===== src/rtl/fc_weight_updater_pkg.sv =====
// fc_weight_updater_pkg: shared FC layer sizes, widths and update FSM states.
package fc_weight_updater_pkg;
  localparam int N_IN = 128;
  localparam int N_OUT = 10;
  localparam int DW = 16;
  localparam int AW = 11;
  localparam int CW = 11;
  typedef enum logic [2:0] {IDLE, FETCH, RDWAIT, WRITE, FINISH} fc_state_e;
endpackage


===== src/rtl/fc_weight_updater_sat_sub.sv =====
// sat_sub: signed a-b computed one bit wider, clamped to the DW-bit range.
module sat_sub #(
  parameter int DW = 16
) (
  input  logic [DW-1:0] a,
  input  logic [DW-1:0] b,
  output logic [DW-1:0] y,
  output logic          sat
);
  logic [DW:0] diff;
  always_comb begin
    diff = {a[DW-1], a} - {b[DW-1], b};
    sat = diff[DW] ^ diff[DW-1];
    y = sat ? {diff[DW], {(DW-1){~diff[DW]}}} : diff[DW-1:0];
  end
endmodule


===== src/rtl/fc_weight_updater.sv =====
// fc_weight_updater: streams deltas over the FC weight memory, writing sat(w - delta) per weight.
module fc_weight_updater #(
  parameter int N_IN = fc_weight_updater_pkg::N_IN,
  parameter int N_OUT = fc_weight_updater_pkg::N_OUT,
  parameter int DW = fc_weight_updater_pkg::DW
) (
  input  logic                              clk,
  input  logic                              rst,
  input  logic                              start,
  input  logic                              upd_valid,
  input  logic [DW-1:0]                     upd_data,
  output logic                              upd_ready,
  output logic [fc_weight_updater_pkg::AW-1:0] mem_addr,
  output logic                              mem_rd_en,
  input  logic [DW-1:0]                     mem_rdata,
  output logic                              mem_wr_en,
  output logic [DW-1:0]                     mem_wdata,
  output logic                              busy,
  output logic                              done,
  output logic [fc_weight_updater_pkg::CW-1:0] sat_count
);
  import fc_weight_updater_pkg::*;
  localparam logic [AW-1:0] LAST = AW'(N_IN * N_OUT - 1);
  localparam logic [CW-1:0] SAT_MAX = '1;
  fc_state_e state_q, state_d;
  logic [AW-1:0] addr_q, addr_d;
  logic [CW-1:0] sat_q, sat_d;
  logic [DW-1:0] upd_q, upd_d, wdata_q, wdata_d, sub_y;
  logic sub_sat;
  sat_sub #(.DW(DW)) u_sat_sub (.a(mem_rdata), .b(upd_q), .y(sub_y), .sat(sub_sat));
  // Read is issued in the accept cycle so read data lands during RDWAIT and the result is registered into WRITE.
  always_comb begin
    state_d = state_q;
    addr_d = addr_q;
    sat_d = sat_q;
    upd_d = upd_q;
    wdata_d = wdata_q;
    mem_rd_en = 1'b0;
    case (state_q)
      IDLE: if (start) begin
        addr_d = '0;
        sat_d = '0;
        state_d = FETCH;
      end
      FETCH: if (upd_valid) begin
        upd_d = upd_data;
        mem_rd_en = 1'b1;
        state_d = RDWAIT;
      end
      RDWAIT: begin
        wdata_d = sub_y;
        sat_d = sat_q + CW'(sub_sat && sat_q != SAT_MAX);
        state_d = WRITE;
      end
      WRITE: begin
        addr_d = addr_q == LAST ? addr_q : addr_q + 1'b1;
        state_d = addr_q == LAST ? FINISH : FETCH;
      end
      default: state_d = IDLE;
    endcase
  end
  always_ff @(posedge clk) begin
    if (!rst) begin
      state_q <= IDLE;
      addr_q <= '0;
      sat_q <= '0;
      upd_q <= '0;
      wdata_q <= '0;
    end else begin
      state_q <= state_d;
      addr_q <= addr_d;
      sat_q <= sat_d;
      upd_q <= upd_d;
      wdata_q <= wdata_d;
    end
  end
  assign upd_ready = state_q == FETCH;
  assign mem_wr_en = state_q == WRITE;
  assign busy = state_q != IDLE;
  assign done = state_q == FINISH;
  assign mem_addr = addr_q;
  assign mem_wdata = wdata_q;
  assign sat_count = sat_q;
endmodule

===== config.mk =====
export PLATFORM = sky130hd
export DESIGN_NAME = fc_weight_updater
export DESIGN_NICKNAME = d
export VERILOG_FILES = /design/src/rtl/fc_weight_updater_pkg.sv /design/src/rtl/fc_weight_updater_sat_sub.sv /design/src/rtl/fc_weight_updater.sv
export SDC_FILE = /design/constraint.sdc
export NUM_CORES = 1
export LEC_CHECK = 0
export CAP_MARGIN = 10
export CORE_AREA = 4 4 121 123
export CTS_CLUSTER_DIAMETER = 100
export DETAILED_ROUTE_END_ITERATION = 12
export DIE_AREA = 0 0 125 127
export PLACE_DENSITY = 0.45
export SLEW_MARGIN = 20
export SYNTH_ARGS = -nofsm -noshare
export SYNTH_HDL_FRONTEND = slang
export SYNTH_SLANG_ARGS = --single-unit

===== constraint.sdc =====
create_clock -name clk -period 4.85 [get_ports clk]
set_input_delay 1.2125 -clock clk [delete_from_list [all_inputs] [get_ports clk]]
set_output_delay 1.2125 -clock clk [all_outputs]
set_load 0.01 [all_outputs]

### Word level (Yosys, flattened, before mapping)

Index checks and enable logic that the tools add are counted.

* multiplexer cells: 11
* bitwise logic cells: 2
* eq/ne operators: 9
* add/subtract/negate cells: 3
* reductions and logical operators: 9

Operators with widths (number)
* 11-bit case mux with 2 select lines: 2
* 11-bit 2-to-1 mux: 2
* 16-bit by 16-bit subtractor with 17-bit output: 1
* 16-bit 2-to-1 mux: 1
* 3-bit case mux with 4 select lines: 1
* 11-bit by 1-bit adder with 11-bit output: 1
* 11-bit by 1-bit adder with 11-bit output, second input constant: 1
* 11-bit equality test, second input constant: 1
* 11-bit inequality test, second input constant: 1
* 3-bit 2-to-1 mux: 3
* 3-bit by 2-bit equality test with 1-bit output, second input constant: 2
* 2-bit inequality test, second input constant: 3
* 2-bit AND reduction: 3
* 2-bit nonzero test: 2
* 3-bit by 1-bit equality test with 1-bit output, second input constant: 1
* 3-bit equality test, second input constant: 1
* 3-bit logical NOT: 1
* 3-bit AND reduction: 1
* 3-bit nonzero test: 1
* 1-bit 2-to-1 mux: 2
* 1-bit logical AND: 1
* 1-bit inverter: 1
* 1-bit XOR: 1

* output and inout port bits: 43
* flip-flop bits (word level): 57

### Logic depth before layout (Yosys ltp)

* depth in word-level cells: 5
* mapped depth: 19
* gate-level depth less buffers: 18

### Hierarchy

A second synthesis with hierarchy kept.

* cells, all modules: 518
* area total of the unflattened synthesis: 3936.3 um2

Modules (own cells, without submodules)
* fc_weight_updater: cells an instance 308, times used 1, area an instance 2459.9 um2
* sat_sub: cells an instance 210, times used 1, area an instance 1476.4 um2

### Worst setup path before layout

OpenSTA, ideal clock, no wires.

* path kind: input -> register
* start point: input port mem_rdata[0]
* end point: register sat_q[9], in the netlist sat_count[9]
* stages: 19
* arrival time: 4221 ps
* path buffers: 1
* required time: 4780 ps
* path slack: 559 ps
* cells stage by stage: inv_1 > ha_1 > inv_1 > fa_1 > a211oi_1 > o21ai_2 > a21oi_1 > o2111ai_2 > o21ai_2 > buf_6 > xor2_1 > nor2_1 > ha_1 > and3_1 > and2_1 > and2_1 > nand4_1 > or2_2 > a21oi_1

* word-level cells in the longest chain between the ends: 5

RTL lines
* start, declared: line fc_weight_updater.sv:15 `input logic [DW-1:0] mem_rdata,`
* 16-bit by 16-bit subtractor with 17-bit output: line fc_weight_updater_sat_sub.sv:12 `diff = {a[DW-1], a} - {b[DW-1], b};`
* 1-bit XOR: line fc_weight_updater_sat_sub.sv:13 `sat = diff[DW] ^ diff[DW-1];`
* 1-bit logical AND: line fc_weight_updater.sv:52 `sat_d = sat_q + CW'(sub_sat && sat_q != SAT_MAX);`
* 11-bit by 1-bit adder with 11-bit output: line fc_weight_updater.sv:52
* 11-bit case mux with 2 select lines: line fc_weight_updater.sv:39 `case (state_q)`
* end signal, assigned: line fc_weight_updater.sv:72 `sat_q <= sat_d;`
* end, declared: line fc_weight_updater.sv:27 `logic [CW-1:0] sat_q, sat_d;`

No other way between the ends.
A chain may end at the register's enable or synchronous reset.

### Final worst setup path

Ends and elaborated chain as after synthesis.

==> metrics.md <==
| Metric | Value |
|---|---|
| Outcome | finished, final reports clean |
| Detailed Routing Iterations Pass 1 | 4 |
| Avg Cell Area, Syn | 8.01 sq um |
| Post-route DRC | 0 |
| Die area | 0.0159 sq mm |
| Syn Inst Count | 419 |
| Vias per cell | 4.61 |
| # diodes | 0 |
| Vias | 3138 |
| Placed wire-length estimate | 6990 microns |
| Pint | 1.03 mW |
| Row cnt | 43 |
| CTS Sinks | 57 |
| Minimum clock period | 4440 ps |
| Layout area overhead | 37.3% |
| Clk pwr share | 0.445 |
| First-pass GRT wire length | 15100 microns |
| Post-cts sizing count | 0 |
| Reg power frac | 0.350 |
| Initial drt markers | 130 |
| H-tree depth | 3 |
| WS Path Type | input pin to register |
| Fin Clk Skew | 7.61 ps |
| Wirelength, routed | 9170 microns |
| Total CTS buffers | 9 |
| Setup-failing EPs final | 0 |
| Sw frac | 0.273 |
| Final period utilization | 0.915 |
| Max cap viols | 0 |
| Setup TNS | 0 ps |
| Hold Vio Cnt, Final | 0 |
| Worst rel slew slack | 0.360 |
| Tot GR Track Use | 0.117 |
| ANT nets after route | 0 |
| Dominant synthesized flop cell | dfxtp_1 |
| Wire length on met3 | 491 microns |
| Commonest non-fill, non-tap cell in the layout | clkdlybuf4s50_1 |
| WL met1 | 4480 microns |
| Top post-synthesis cells by area | dfxtp_1, a21oi_1, ha_1 |
| Starting Density | 0.246 |
| Library cells used by synthesis | 53 |
| Pin count of the biggest net entering global routing | 39 |
| Critical Path Start Type | input pin |
| PortBufs | 78 |
| P_sw | 0.389 mW |
| Postcts setup bufs | 0 |
| Cell taking the most area after synthesis | dfxtp_1 |
| Max VDD drop | 0.000165 V |
| Leakage | 1.60 nW |
| RSZ-0062 raised after global routing | no |
| Hold slack | 452 ps |
| Die width | 125 microns |
| Nets@finish | 551 |
| Clk slew on worst S/H paths | 50 ps |
| Top layer used by detailed routing | met4 |
| Placer Congestion | 0.778 |
| Most frequent cells in the layout | clkdlybuf4s50_1, nand2_1, dfxtp_1 |
| Die Y-Extent | 127 microns |
| Worst EP arrival | 4680 ps |
| CTS tree | done |
| Post-Syn Area | 0.00336 sq mm |
| Part of the power in combinational logic | 0.206 |
| CP required | 5090 ps |
| Vias in the first global route | 3090 |
| Clock Latency Late Sink | 330 ps |
| EDFF count, synth | 0 |
| Met2 wire length | 3960 microns |
| Top Ports | 79 |
| Sequential element share of the synthesized area | 0.340 |
| Clock Root Buffer | clkbuf_16 |
| Share of cells above drive strength 1 | 0.0960 |
| Maximum clock insertion buffer count | 2 |
| Seq cells post-synth | 57 |
| Ys async rst share | 0 |
| Core area | 0.0137 sq mm |
| CP max FO | 3 |
| YS warnings | 0 |
| Maximum clock rate | 225 MHz |
| Synthesized net count | 475 |
| Synth top area share | 0.340 |
| Number of max-slew violations in the final report | 0 |
| Slew at the pin closest to its max-slew limit | 954 ps |
| PwrDens | 308 mW/mm^2 |
| WL/cell | 13.5 microns |
| Worst hold path class | register to register |
| Grt ovf | 0 |
| Antenna violations before repair | 0 |
| CTS Hold Buffers Added | 0 |
| Worst setup EP type | register |
-- layout make-up --
| class | count | area [sq um] |
|---|---|---|
| timing repair buffer | 83 | 818 |
| inverter | 25 | 93.8 |
| multi-input combinational | 319 | 2030 |
| clock inverter | 5 | 55.1 |
| tap | 180 | 225 |
| fill | 1496 | 9050 |
| sequential | 57 | 1140 |
| clock buffer | 11 | 243 |
-- kinds of logic (layout without fill, tap and decap cells) --
group,after synthesis,count (layout),synth area share
adders and majority gates,35,35,0.125
buffers and inverters,43,124,0.0544
and+or+nand+nor,144,144,0.206
muxes,2,2,0.00633
xor gates and xnor gates,23,23,0.0600
AOI/OAI and AO/OA,115,115,0.208
DFF,57,57,0.340
-- final timing paths --
kind | start | end | slack [ps] | cells past startpoint
worst max-delay path | mem_rdata[0] | sat_count[9]$_SDFFE_PN0P_ | 410 | 19
worst min-delay path | upd_q[9]$_SDFFE_PN0P_ | upd_q[9]$_SDFFE_PN0P_ | 450 | 2
worst max register to register | upd_q[0]$_SDFFE_PN0P_ | sat_count[9]$_SDFFE_PN0P_ | 1420 | 17
worst min register to register | upd_q[9]$_SDFFE_PN0P_ | upd_q[9]$_SDFFE_PN0P_ | 450 | 2
-- routing by layer --
| metal | vias up | GRT usage |
|---|---|---|
| li1 | 1628 | - |
| met1 | 1408 | 0.156 |
| met2 | 84 | 0.174 |
| met3 | 18 | 0.0339 |
| met4 | 0 | 0.0599 |
| met5 | - | 0 |
-- power by group through the flow --
stage | clock network [mW] | registers, mW | logic [mW]
floorplan | 0 | 0.508 | 0.192
global placement | 0 | 0.507 | 0.292
detailed placement | 0 | 0.507 | 0.293
CTS | 0.647 | 0.497 | 0.295
global route | 0.669 | 0.499 | 0.325
finish | 0.632 | 0.497 | 0.292
-- metrics by stage --
| stage | util | setup slack (ps) | area, sq um | cells | power [mW] |
|---|---|---|---|---|---|
| final | 0.337 | 412 | 4610 | 680 | 1.42 |
| after global routing | 0.337 | 32.8 | 4610 | 680 | 1.49 |
| after CTS | 0.337 | 401 | 4610 | 680 | 1.44 |
| after detailed placement | 0.316 | 69.2 | 4310 | 664 | 0.800 |
| after global placement | 0.316 | 108 | 4310 | 664 | 0.799 |
| after floorplan | - | 559 | 3360 | 419 | 0.700 |
-- synthesized netlist by cell type, types with 2 or more instances --
library cell  instances
a21o_1                2
a21oi_1              54
a21oi_2               7
and2_1                4
and3_1                4
buf_6                 2
clkbuf_1             12
dfxtp_1              57
ha_1                 19
inv_1                24
maj3_1                5
maj3_2               10
nand2_1              59
nand2b_1              5
nand3_1              13
nand3b_1              4
nand4_1               8
nor2_1               22
nor2b_1               3
nor3_1                8
o211ai_1              6
o21a_1                5
o21ai_0              26
o21ai_2               3
o31ai_1               2
or2_2                 3
or3_1                 5
xnor2_1              11
xor2_1               12
-- registers in the layout, summed over array words and instances (netlist names) --
signal	count
mem_addr	11
mem_wdata	16
sat_count	11
state_q	3
upd_q	16
-- critical path, stage by stage --
cell             delay [ps]
clkdlybuf4s50_1         400
inv_1                    70
ha_1                    170
inv_1                    50
fa_1                    410
a211oi_1                290
o21ai_2                 130
a21oi_1                 250
o2111ai_2               160
o21ai_2                 100
xor2_1                   90
nor2_1                  100
ha_1                    170
and3_1                  190
and2_1                  170
and2_1                  180
nand4_1                 120
or2_2                   290
a21oi_1                 130
(Power assumes the default switching activity.)
